--- src/rtl/if_fetch_pkg.sv ---
// ============================================================================
// Module   : if_fetch_pkg
// Brief    : Shared control-vector widths, stall decode and fetch FSM encoding.
// Revision : 1.0 - initial release
// ============================================================================
`default_nettype none

package if_fetch_pkg;

  localparam int          CtrlWidth        = 6;
  localparam int          IF_BIT           = 1;
  localparam logic        Stop             = 1'b1;
  localparam logic [31:0] ZeroWord         = 32'h0000_0000;
  localparam logic [31:0] NOP_INST_DEFAULT = 32'h0000_0013;

  typedef enum logic [2:0] {
    IDLE = 3'd0,
    RD0  = 3'd1,
    RD1  = 3'd2,
    RD2  = 3'd3,
    RD3  = 3'd4,
    DONE = 3'd5
  } fetch_state_e;

  function automatic logic is_rd_state(input fetch_state_e s);
    return (s == RD0) || (s == RD1) || (s == RD2) || (s == RD3);
  endfunction

  // Byte offset from req_pc that a read state targets.
  function automatic logic [1:0] rd_offset(input fetch_state_e s);
    logic [1:0] off;
    off = 2'd0;
    case (s)
      RD1:     off = 2'd1;
      RD2:     off = 2'd2;
      RD3:     off = 2'd3;
      default: off = 2'd0;
    endcase
    return off;
  endfunction

endpackage

`default_nettype wire

--- src/rtl/if_fetch.sv ---
// ============================================================================
// Module   : if_fetch
// Brief    : Byte-serial instruction fetch (four little-endian byte reads per
//            instruction). Define IF_REUSE_EN for a one-entry reuse tag.
// Revision : 1.0 - initial release
// ============================================================================
`default_nettype none

module if_fetch
  import if_fetch_pkg::*;
#(
  parameter logic [31:0] NOP_INST = NOP_INST_DEFAULT
) (
  input  logic                 clk,
  input  logic                 rst,
  input  logic                 ce,
  input  logic [31:0]          pc,
  input  logic                 jumpout,
  input  logic [CtrlWidth-1:0] stall,
  output logic                 mem_rd,
  output logic [31:0]          mem_addr,
  input  logic [7:0]           mem_din,
  input  logic                 mem_ack,
  output logic [31:0]          inst_o,
  output logic [31:0]          inst_pc_o,
  output logic                 inst_valid,
  output logic                 if_busy
);

  fetch_state_e state_q, state_d;
  logic [31:0]  req_pc_q, req_pc_d;
  logic [23:0]  inst_buf_q, inst_buf_d;
  logic [31:0]  inst_q, inst_d;
  logic [31:0]  inst_pc_q, inst_pc_d;
  logic         inst_valid_q, inst_valid_d;

  logic         stall_if;
  logic         rd_active;
  logic         unused_stall;
  logic [31:0]  fetched_word;

  assign stall_if     = (stall[IF_BIT] == Stop);
  assign unused_stall = ^stall;
  assign rd_active    = is_rd_state(state_q);
  assign fetched_word = {mem_din, inst_buf_q};

`ifdef IF_REUSE_EN
  logic [31:0] last_pc_q, last_pc_d;
  logic [31:0] last_inst_q, last_inst_d;
  logic        last_ok_q, last_ok_d;
  logic        reuse_hit;

  assign reuse_hit = last_ok_q && (pc == last_pc_q);
`endif

  // Memory port is a pure decode of the current read state and latched PC.
  assign mem_rd     = rd_active;
  assign mem_addr   = rd_active ? (req_pc_q + {30'd0, rd_offset(state_q)}) : ZeroWord;
  assign if_busy    = rd_active;
  assign inst_o     = inst_q;
  assign inst_pc_o  = inst_pc_q;
  assign inst_valid = inst_valid_q;

  always_comb begin
    state_d      = state_q;
    req_pc_d     = req_pc_q;
    inst_buf_d   = inst_buf_q;
    inst_d       = inst_q;
    inst_pc_d    = inst_pc_q;
    inst_valid_d = inst_valid_q;

    // A redirect beats everything, including an ack landing in the same cycle.
    if (jumpout) begin
      state_d      = IDLE;
      inst_valid_d = 1'b0;
      inst_d       = NOP_INST;
    end else begin
      case (state_q)
        IDLE: begin
          if (ce && !stall_if) begin
            req_pc_d = pc;
`ifdef IF_REUSE_EN
            if (reuse_hit) begin
              state_d      = DONE;
              inst_d       = last_inst_q;
              inst_pc_d    = pc;
              inst_valid_d = 1'b1;
            end else begin
              state_d = RD0;
            end
`else
            state_d = RD0;
`endif
          end
        end
        RD0: begin
          if (mem_ack) begin
            inst_buf_d[7:0] = mem_din;
            state_d         = RD1;
          end
        end
        RD1: begin
          if (mem_ack) begin
            inst_buf_d[15:8] = mem_din;
            state_d          = RD2;
          end
        end
        RD2: begin
          if (mem_ack) begin
            inst_buf_d[23:16] = mem_din;
            state_d           = RD3;
          end
        end
        RD3: begin
          if (mem_ack) begin
            inst_d       = fetched_word;
            inst_pc_d    = req_pc_q;
            inst_valid_d = 1'b1;
            state_d      = DONE;
          end
        end
        DONE: begin
          if (!stall_if) begin
            state_d      = IDLE;
            inst_valid_d = 1'b0;
          end
        end
        default: begin
          state_d      = IDLE;
          inst_valid_d = 1'b0;
          inst_d       = NOP_INST;
        end
      endcase
    end
  end

  always_ff @(posedge clk or negedge rst) begin
    if (!rst) begin
      state_q      <= IDLE;
      req_pc_q     <= ZeroWord;
      inst_buf_q   <= 24'd0;
      inst_q       <= NOP_INST;
      inst_pc_q    <= ZeroWord;
      inst_valid_q <= 1'b0;
    end else begin
      state_q      <= state_d;
      req_pc_q     <= req_pc_d;
      inst_buf_q   <= inst_buf_d;
      inst_q       <= inst_d;
      inst_pc_q    <= inst_pc_d;
      inst_valid_q <= inst_valid_d;
    end
  end

`ifdef IF_REUSE_EN
  // Tag is armed by each completed four-byte read and dropped when a read is aborted.
  always_comb begin
    last_pc_d   = last_pc_q;
    last_inst_d = last_inst_q;
    last_ok_d   = last_ok_q;
    if (jumpout) begin
      if (rd_active) begin
        last_ok_d = 1'b0;
      end
    end else if ((state_q == RD3) && mem_ack) begin
      last_pc_d   = req_pc_q;
      last_inst_d = fetched_word;
      last_ok_d   = 1'b1;
    end
  end

  always_ff @(posedge clk or negedge rst) begin
    if (!rst) begin
      last_pc_q   <= ZeroWord;
      last_inst_q <= NOP_INST;
      last_ok_q   <= 1'b0;
    end else begin
      last_pc_q   <= last_pc_d;
      last_inst_q <= last_inst_d;
      last_ok_q   <= last_ok_d;
    end
  end
`endif

endmodule

`default_nettype wire

--- config.mk ---
export PLATFORM = sky130hd
export DESIGN_NAME = if_fetch
export DESIGN_NICKNAME = d
export VERILOG_FILES = /design/src/rtl/if_fetch_pkg.sv /design/src/rtl/if_fetch.sv
export SDC_FILE = /design/constraint.sdc
export NUM_CORES = 1
export LEC_CHECK = 0
export ABC_AREA = 1
export ABC_CLOCK_PERIOD_IN_PS = 2000
export BUFFER_PORTS_ARGS = -buffer_cell sky130_fd_sc_hd__buf_4
export CORE_UTILIZATION = 44
export DETAILED_ROUTE_END_ITERATION = 16
export PLACE_DENSITY_LB_ADDON = 0.25
export SLEW_MARGIN = 10
export SYNTH_ARGS = -nofsm -noshare
export SYNTH_HDL_FRONTEND = slang
export SYNTH_SLANG_ARGS = --single-unit
--- constraint.sdc ---
create_clock -name clk -period 2 [get_ports clk]
set_clock_uncertainty 0.1 [all_clocks]
set_input_delay 0.1 -clock clk [delete_from_list [all_inputs] [get_ports clk]]
set_output_delay 0.1 -clock clk [all_outputs]
set_load 0.02 [all_outputs]
== Word-level counts from Yosys, hierarchy flattened ==
Cells that the tools add are included.
Word-level totals
  latch bits: 0
  bits in read-only memories: 0
  output and inout port bits: 99
  bits in writable memories: 0
  input bits: 51
  memories: 0
  register bits: 124
Operators by class
  bitwise logic cells: 1
  add/subtract/negate cells: 1
  equality and inequality tests: 13
  shift-type cells: 0
  reduce and logical (&&, ||, !) cells: 16
  divide/modulo/power cells: 0
  muxes and demuxes: 17
  multiply operators: 0
  $lt $le $gt $ge: 0
Operators by type and width (count)
  two-way mux 32 bit: 3
  case mux 32 bit (2 select lines): 1
  adder 32 x 2 -> 32 bit: 1
  two-way mux 3 bit: 7
  != test 3 bit (second input constant): 6
  case mux 3 bit (6 select lines): 1
  AND reduction 3 bit: 6
  equality test 3 x 2 -> 1 bit (second input constant): 2
  equality test 3 bit (second input constant): 2
  case mux 2 bit (3 select lines): 1
  AND reduction 6 bit: 1
  OR reduction 5 bit: 1
  != test 2 x 1 -> 1 bit (second input constant): 2
  OR reduction 4 bit: 1
  equality test 3 x 1 -> 1 bit (second input constant): 1
  zero test 3 bit: 1
  logical OR 1 bit: 3
  two-way mux 1 bit: 3
  case mux 1 bit (3 select lines): 1
  AND reduction 2 bit: 1
  logical AND 1 bit: 1
  zero test 1 bit: 1
  inverter 1 bit: 1

== Longest topological paths before layout ==
Gate-level depths: netlist of the first run.
  depth after elaboration: 5
  mapped depth: 14

== Worst setup path after synthesis of the first run ==
OpenSTA, ideal clock, no wires.
  kind: register to output
  start: register state_q[1]
  end: output port mem_addr[14]
  arrival: 2.187 ns
  required time: 1.800 ns
  cell stages (with the launch flop): 13
  path slack: -0.387 ns
  cells stage by stage: dfrtp_1 buf_4 nor2_4 nand2_4 nand2_1 ha_1 fa_1 nand2_1 nor2_2 nand2_1 nor2_2 nor2_1 nor3_1
On the way
  cells in the longest elaborated chain, start to end: 5
Ends and longest elaborated chain
  start: declaration: RTL line if_fetch.sv:30  | fetch_state_e state_q, state_d;
  start signal: assignment: RTL line if_fetch.sv:146  | state_q <= state_d;
  parallel branches: the longest is 4 deep, another holds adder 32 x 2 -> 32 bit
  two-way mux 32 bit *: RTL line if_fetch.sv:58  | assign mem_addr = rd_active ? (req_pc_q + {30'd0, rd_offset(state_q)}) : ZeroWord;
  end: declaration: RTL line if_fetch.sv:21  | output logic [31:0] mem_addr,
Mark *: on every way between the ends.

== Final worst setup path of the first run ==
  start: register state_q[1]
  end: output port mem_addr[26]
Same word-level chain as after synthesis.

==> metrics.txt, run 1 <==
layout cells sized above 1=31.95%; hold slack=0.05107 ns; io pins=150; cell taking the most area after synthesis=dfrtp_1; flops & latches, synth=124; Least-Margin Pin Slew=0.4872 ns; Max Transition Viols Final=0; CORE AREA=13190 sq um; Pre-antenna DRT Iters=6; Critical Path Sink=mem_addr[26]; Buffers on Ports=144; DRC Markers=0; placed cell areas=7495 sq um; placed insts=1075; Met3 Wirelength=830 um; WL per Instance=14.51 um; FMAX=0.3598 GHz; CP arrival=2.58 ns; Reg clk slew, reported paths=0.06 ns; initial core utilization=44.87%; critical path's slowest cell=dfrtp_2; Worst path most repeated cell=nand2_2; Design Power=13960 uW; CTS buffer count=17; crit path kind=reg2out; first-pass GRT wire length=27070 um; gr usage total=24.75%; dpl ws=-0.3966 ns; nets@finish=1027; Die Area=13920 sq um; DR iter-0 viols=339; Post-Syn Area=5918 sq um; reg2reg setup slack=0.10 ns; top-area cell type share of the netlist area=51.16%; R2R Path Start=state_q[1]; Mean Syn Cell Area=7.870 sq um; Via density=4.918; Synth cell types=31; ANT cells=0; Period minus WS final=2.779 ns; largest net degree at the start of global routing=65; Leak=0.004461 uW; GR Overflow Total=0; Worst Hold Class=in2reg; Synth area leaders=dfrtp_1 (51%), nand2_1 (16%), nor2_1 (6.5%), o21ai_1 (5.4%), inv_1 (3.9%); multi-input logic area=2743 sq um; M1 wire length=7057 um; remaining antenna violation count after routing=0; die height=118.0 um; vias in the first global route=5612; clock buffer depth=2; RSZ-0062 raised after global routing=yes; critical path cell sequence=nor2_4 > nand2_4 > nand2_4 > ha_4 > fa_2 > nand2_2 > nor2_4 > nand3b_1 > inv_2 > nand2_2 > nand2_2 > nand2_2 > nor2_4 > buf_6; register area share after synthesis=52.49%; CTS Sinks=124; violated checks=setup timing; CP max FO=4; CP required=1.80 ns; reg-to-reg endpoint=inst_o[26]; Peak VDD IR=1.033 mV; CP startpoint=state_q[1]; Ys Warns=0; CTS HTree Levels=4; status=finished, violations left; fin area=8892 sq um; CTS root buf=clkbuf_16; gpl congestion=0.9417; CTS tree=done; vias=5715; DR top layer=met4; initial antenna violation count=0; commonest non-fill, non-tap cell in the layout=nand2_1; final setup fails=34; cells after synthesis=752; critical path's largest stage delay=0.44 ns; final WL=16860 um; Hold Vio Cnt, Final=0; P per Cell Area=1569 nW/um^2; Final Non-Filler Cells=1162; PnR worst setup slack=-0.7791 ns; startpoint type of the worst setup path=flop; worst-skew pair later-pin latency=0.42 ns; most frequent cells in the layout=nand2_1 (222), buf_4 (163), dfrtp_1 (119), nor2_1 (73), o21ai_1 (69); max_slew headroom=67.52%; wire length on met2=8554 um; Hold Crit Depth=5; FF+latch area=3109 sq um; Syn Nets=806; R2R depth=8; DP HPWL=11040 um; Crit. End Element=output pin; final critical-path share of the clock period=139.0%; Site Rows=42; final-layout fill cell count=1078; max-cap violation count=0; area growth from synthesis to layout=50.25%; Die Span X=118.0 um
## metrics by stage
step,setup TNS [ns],utilization [%]
after floorplan,-1.592,-
after global placement,-5.016,56.82
after detailed placement,-6.526,56.82
after CTS,-17.42,66.30
after global routing,-22.16,67.42
final,-18.87,67.42
## synthesized netlist by cell type
library cell    n
nor3_1          3
inv_1          61
dfrtp_1       121
nand2_1       245
nand2_4         2
nand2_2         1
nor2_8          1
nand2_8         1
nand3_1        19
fa_1            1
xor2_1          2
dfstp_2         3
buf_2          18
nand3_2         1
nand4_1         2
o21ai_1        64
ha_1            2
nor2_1        102
buf_4           8
o21bai_1        1
o21ai_0        37
nand4_2         3
clkbuf_1        1
nor2_2          4
buf_6           3
inv_2           1
nor2_4          2
o21ai_2         1
a21oi_1        39
a211oi_1        1
nand3b_1        2
## worst max-delay path: cells and delay by family (launching register included)
family        cells  cell delay [ns]
fa+ha+maj         2             0.33
buf+inv           2             0.27
flops             1             0.44
simple gates     10             1.10
## how the worst min path moves through the flow
| stage | from | to | slack (ns) |
|---|---|---|---|
| after floorplan | rst | inst_buf_q[0] | -0.30 |
| after global placement | rst | inst_valid | -0.007 |
| after detailed placement | rst | inst_pc_o[1] | -0.008 |
| after CTS | ce | state_q[2] | 0.04 |
| after global routing | ce | state_q[2] | 0.10 |
| final | ce | state_q[2] | 0.05 |
## power by group
group          switching, uW  internal, uW
clock network           1180          1980
logic                   3930          2720
registers                717          3430
## sequential cells by signal (all words and copies together), names as in the netlist
name / cells
inst_o: 32
req_pc_q: 32
state_q: 3
inst_valid: 1
inst_pc_o: 32
inst_buf_q: 24
## cells by family (layout without fill, tap and decap cells)
| group | after synthesis | count (layout) | share of synthesized area (%) |
|---|---|---|---|
| xor gates and xnor gates | 2 | 2 | 0.2960 |
| AOI/OAI and AO/OA | 143 | 143 | 12.24 |
| and+or+nand+nor | 388 | 389 | 27.10 |
| buffers and inverters | 92 | 325 | 7.104 |
| adders and majority gates | 3 | 3 | 0.7610 |
| DFF | 124 | 124 | 52.49 |
## per-layer routing
layer / track usage (%) / vias to the layer above
met5: 0 / -
met4: 11.22 / 0
met3: 5.959 / 34
met2: 41.54 / 152
met1: 30.08 / 2700
li1: - / 2829
## timing repair
item,CTS,global route
endpoints found under the setup margin,34,40
hold endpoints to repair,193,0
pin swaps,16,15
hold buffers,43,0
buffers inserted,5,6
gates resized for setup,55,30
cloned,0,1
## final cells by class
cell class / instances / share of cell area, %
clock buffer: 18 / 4.826
multi-input combinational: 537 / 30.84
sequential: 124 / 34.97
timing repair buffer: 231 / 22.20
inverter: 62 / 2.645
clock inverter: 14 / 2.040
tap: 176 / 2.476
No activity file was read; power rests on OpenSTA's default activity.
==> inputs of run 2 (changes only) <==
--- a/config.mk
+++ b/config.mk
@@ -6,7 +6,6 @@
 export NUM_CORES = 1
 export LEC_CHECK = 0
 export ABC_AREA = 1
-export ABC_CLOCK_PERIOD_IN_PS = 2000
 export BUFFER_PORTS_ARGS = -buffer_cell sky130_fd_sc_hd__buf_4
 export CORE_UTILIZATION = 44
 export DETAILED_ROUTE_END_ITERATION = 16
==> constraint.sdc (replaced) <==
create_clock -name clk -period 2 [get_ports clk]
set_clock_uncertainty 0.1 [all_clocks]
set_input_delay 0.1 -clock clk [delete_from_list [all_inputs] [get_ports clk]]
set_output_delay 0.1 -clock clk [all_outputs]
set_load 0.05 [all_outputs]
==> metrics.txt, run 2 (same netlist as run 1, synthesis figures left out) <==
DP HPWL=11610 um; worst-skew pair later-pin latency=0.42 ns; CTS root buf=clkbuf_16; CORE AREA=13190 sq um; DR iter-0 viols=302; gpl congestion=0.9119; Comb power frac=56.7%; status=finished, violations left; FMAX=0.3592 GHz; CTS HTree Levels=4; FF+latch area=3109 sq um; Max Transition Viols Final=0; Period minus WS final=2.784 ns; final-layout fill cell count=1009; GR Overflow Total=0; PnR worst setup slack=-0.7842 ns; Site Rows=42; Peak VDD IR=1.581 mV; Crit. End Element=output pin; Die Area=13920 sq um; clock buffer depth=2; reg2reg setup slack=0.19 ns; Critical Path Sink=mem_addr[13]; largest net degree at the start of global routing=65; startpoint type of the worst setup path=flop; max_slew headroom=66.54%; Reg clk slew, reported paths=0.06 ns; Leak=0.004590 uW; final critical-path share of the clock period=139.2%; gr usage total=26.11%; initial antenna violation count=0; final setup fails=32; Via density=4.912; vias=5757; violated checks=setup timing; sw power=8182 uW; crit path kind=reg2out; placed insts=1081; area growth from synthesis to layout=57.00%; DRC Markers=0; commonest non-fill, non-tap cell in the layout=nand2_1; CP max FO=5; reg-to-reg endpoint=inst_o[25]; io pins=150; Switching Fraction=48.82%; initial core utilization=44.87%; first-pass GRT wire length=28390 um; ANT cells=0; Least-Margin Pin Slew=0.5019 ns; max-cap violation count=0; Setup TNS=-20.69 ns; CTS buffer count=17; remaining antenna violation count after routing=0; nets@finish=1037; CP required=1.80 ns; P_int=8579 uW; Core Util, Final=70.44%; most frequent cells in the layout=nand2_1 (216), buf_4 (151), dfrtp_1 (119), nor2_1 (74), o21ai_1 (68); Hold Vio Cnt, Final=0; Seq pwr share=24.8%; final WL=17600 um; Pre-antenna DRT Iters=5; CTS tree=done; Die Span X=118.0 um; die height=118.0 um; RSZ-0062 raised after global routing=yes; CP startpoint=state_q[2]; R2R Path Start=state_q[0]; R2R depth=8; Final Non-Filler Cells=1172; Buffers on Ports=144; layout cells sized above 1=35.14%; P per Cell Area=1804 nW/um^2; CP arrival=2.58 ns; WL per Instance=15.02 um; clock share of power=18.5%; vias in the first global route=5674; multi-input logic area=2967 sq um; CTS Sinks=124; Worst Hold Class=in2reg
[run 2: changes by cell type in the layout (fill, tap and decap cells not counted), sizes merged]
cell / delta
bufinv: -1
clkinv: +1
buf: +11
nand2: -1
[run 2: stage by stage]
stage,total power [uW],hold slack (ns),worst slack [ns],instance area [sq um]
global route,17600,0.1039,-0.8956,9291
floorplan,9940,-0.2956,-0.3446,6255
finish,16760,0.08370,-0.7842,9291
detailed placement,12440,-0.002133,-0.3887,7695
global placement,12360,0.0002829,-0.3225,7695
CTS,16410,0.05266,-0.7501,9056
[run 2: what timing repair did]
action	in CTS	in global routing
gates cloned	2	0
hold buffers	43	0
endpoints found under the setup margin	34	34
endpoints found under the hold margin	171	0
gates resized for setup	77	47
pin swaps	17	17
setup buffers	6	12
[run 2: how the worst min path moves through the flow]
stage,startpoint,endpoint,cells past startpoint
4_1_cts,stall[1],state_q[1],5
6_report,stall[1],state_q[1],5
2_1_floorplan,rst,inst_buf_q[0],0
5_1_grt,stall[1],state_q[1],5
3_3_place_gp,rst,inst_pc_o[17],1
3_5_place_dp,rst,inst_pc_o[0],1
[run 2: layer usage]
layer	up-vias	part of all wire [%]	GRT usage, %
met5	-	0	0
met3	36	5.0	6.444
li1	2852	-	-
met1	2700	41	31.44
met4	0	3.0	11.62
met2	169	51	44.15
[run 2: area by class of cell]
type / count / share of cell area (%)
clock buffer: 18 / 4.727
clock inverter: 14 / 1.683
inverter: 62 / 2.586
multi-input combinational: 536 / 31.93
sequential: 124 / 33.46
tap: 176 / 2.370
timing repair buffer: 242 / 23.24
[run 2: power groups by stage]
stage | Sequential [uW] | Combinational, uW | Clock, uW
2_1_floorplan | 5110 | 4830 | 0
3_3_place_gp | 4130 | 8240 | 0
3_5_place_dp | 4140 | 8300 | 0
4_1_cts | 4130 | 9150 | 3130
5_1_grt | 4260 | 10100 | 3260
6_report | 4160 | 9510 | 3100
[run 2: worst max-delay path, cell delays in order (launching register included)]
cell and delay, ns:
dfrtp_1 0.42, buf_6 0.14, nand2_4 0.08, nand2_4 0.05
ha_4 0.16, buf_4 0.12, buf_4 0.12, buf_4 0.12
nand3_2 0.08, nand2_4 0.10, nand2_4 0.11, nor2_4 0.04
buf_4 0.14, xor2_2 0.18, nor2_4 0.14, buf_6 0.17
==> inputs of run 3 (changes only) <==
--- a/config.mk
+++ b/config.mk
@@ -6,11 +6,11 @@
 export NUM_CORES = 1
 export LEC_CHECK = 0
 export ABC_AREA = 1
-export BUFFER_PORTS_ARGS = -buffer_cell sky130_fd_sc_hd__buf_4
+export BUFFER_PORTS_ARGS = -buffer_cell sky130_fd_sc_hd__clkbuf_2
 export CORE_UTILIZATION = 44
 export DETAILED_ROUTE_END_ITERATION = 16
 export PLACE_DENSITY_LB_ADDON = 0.25
-export SLEW_MARGIN = 10
+export RECOVER_POWER = 100
 export SYNTH_ARGS = -nofsm -noshare
 export SYNTH_HDL_FRONTEND = slang
 export SYNTH_SLANG_ARGS = --single-unit
==> metrics.txt, run 3 (same netlist as run 1, synthesis figures left out) <==
Core Util, Final=68.69%; CP required=1.80 ns; reg2reg setup slack=-0.09 ns; gpl congestion=0.9038; initial core utilization=44.87%; Setup TNS=-22.13 ns; Period minus WS final=2.790 ns; hold path start=jumpout; PnR worst setup slack=-0.7896 ns; Least-Margin Pin Slew=0.9616 ns; clock share of power=16.8%; Hold Path End=state_q[1]; CTS Sinks=124; clock buffer depth=2; largest net degree at the start of global routing=65; FMAX=0.3585 GHz; area growth from synthesis to layout=53.09%; final setup fails=68; RSZ-0062 raised after global routing=yes; max_slew headroom=35.89%; DR iter-0 viols=293; Reg clk slew, reported paths=0.06 ns; CP max FO=6; Design Power=17520 uW; remaining antenna violation count after routing=0; Die Area=13920 sq um; Pre-antenna DRT Iters=4; Hold Crit Depth=4; initial antenna violation count=0; Peak VDD IR=1.509 mV; Leak=0.004309 uW; final WL=17470 um; DRC Markers=0; Site Rows=42; first-pass GRT wire length=29320 um; io pins=150; CP arrival=2.59 ns; Max Transition Viols Final=0; Worst Hold Class=in2reg; vias=5755; CORE AREA=13190 sq um; Comb power frac=59.6%; gr usage total=27.00%; vias in the first global route=5967; ANT cells=0; DP HPWL=11610 um; nets@finish=1032; Die Span X=118.0 um; WL per Instance=14.97 um; commonest non-fill, non-tap cell in the layout=nand2_1; sw power=8362 uW; Buffers on Ports=144; crit path kind=reg2out; CTS buffer count=17; max-cap violation count=0; P_int=9163 uW; R2R depth=7; layout cells sized above 1=26.74%; violated checks=hold timing, setup timing; Hold Vio Cnt, Final=2; die height=118.0 um; Via density=4.931; R2R Path Start=state_q[1]; CTS HTree Levels=4; GR Overflow Total=0; hold slack=-0.02068 ns; worst-skew pair later-pin latency=0.41 ns; Switching Fraction=47.72%; final critical-path share of the clock period=139.5%; most frequent cells in the layout=nand2_1 (219), dfrtp_1 (119), nor2_1 (74), clkbuf_1 (68), o21ai_1 (66); CTS tree=done; CTS root buf=clkbuf_16; startpoint type of the worst setup path=flop; Seq pwr share=23.6%; reg-to-reg endpoint=inst_o[30]; Crit. End Element=output pin; P per Cell Area=1934 nW/um^2; status=finished, violations left
[run 3: cell types whose count changed in the layout (fill, tap and decap cells not counted), sizes merged]
cell | previous run | this run
clkinv | 6 | 3
clkinvlp | 1 | 3
dlygate4sd3 | 43 | 42
bufinv | 2 | 1
inv | 67 | 69
clkbuf | 18 | 135
buf | 199 | 78
[run 3: area by class of cell]
cell class                      instances  area, sq um
Fill cell                            1066         4130
Clock buffer                           18        429.2
Multi-Input combinational cell        536         2885
Sequential cell                       124         3109
Tap cell                              176        220.2
Timing Repair Buffer                  237         2051
Inverter                               62        232.7
Clock inverter                         14        132.6
[run 3: per-stage QoR]
step           std cells  area [sq um]  hold slack, ns  setup WS (ns)
6_report            1167          9060        -0.02068        -0.7896
5_1_grt             1167          9060       -0.008758        -0.9024
4_1_cts             1159          9072        0.006157        -0.7222
3_5_place_dp        1078          7833         -0.1030        -0.3953
3_3_place_gp        1078          7833         -0.1034        -0.2773
2_1_floorplan        752          6255         -0.2956        -0.3446
[run 3: power by group through the flow]
stage | combinational, uW | clock [uW] | sequential, uW
finish | 10400 | 2950 | 4140
global placement | 9420 | 0 | 4120
CTS | 10200 | 2990 | 4120
global route | 11000 | 3120 | 4260
detailed placement | 9500 | 0 | 4120
floorplan | 4830 | 0 | 5110
[run 3: what timing repair did]
action	CTS	global route
cloned	1	0
pin swaps	12	25
hold buffers	42	0
endpoints found under the setup margin	34	34
endpoints found under the hold margin	190	0
gates resized for setup	51	23
buffers inserted	7	9
[run 3: worst max-delay path by stage]
stage,slack [ns],endpoint,startpoint
floorplan,-0.34,mem_addr[14],state_q[1]
detailed placement,-0.40,mem_addr[20],state_q[1]
global placement,-0.28,mem_addr[20],state_q[0]
global route,-0.90,mem_addr[28],state_q[1]
CTS,-0.72,mem_addr[20],state_q[0]
finish,-0.79,mem_addr[16],state_q[1]
[run 3: layer usage]
layer	vias up	routed length, um	GRT usage [%]
li1	2842	-	-
met1	2711	7140	31.86
met2	162	9021	46.84
met3	40	811	6.928
met4	0	499	10.58
met5	-	0	0
[run 3: critical path: stages, from the launching register on]
cell	delay, ns
dfrtp_2	0.44
nor2_4	0.16
nand2_4	0.07
nand2_2	0.07
ha_4	0.14
fa_2	0.21
nand2_2	0.08
nor2_4	0.19
inv_2	0.07
nor2_4	0.23
inv_2	0.11
nor3_4	0.18
nor2_4	0.07
buf_12	0.15
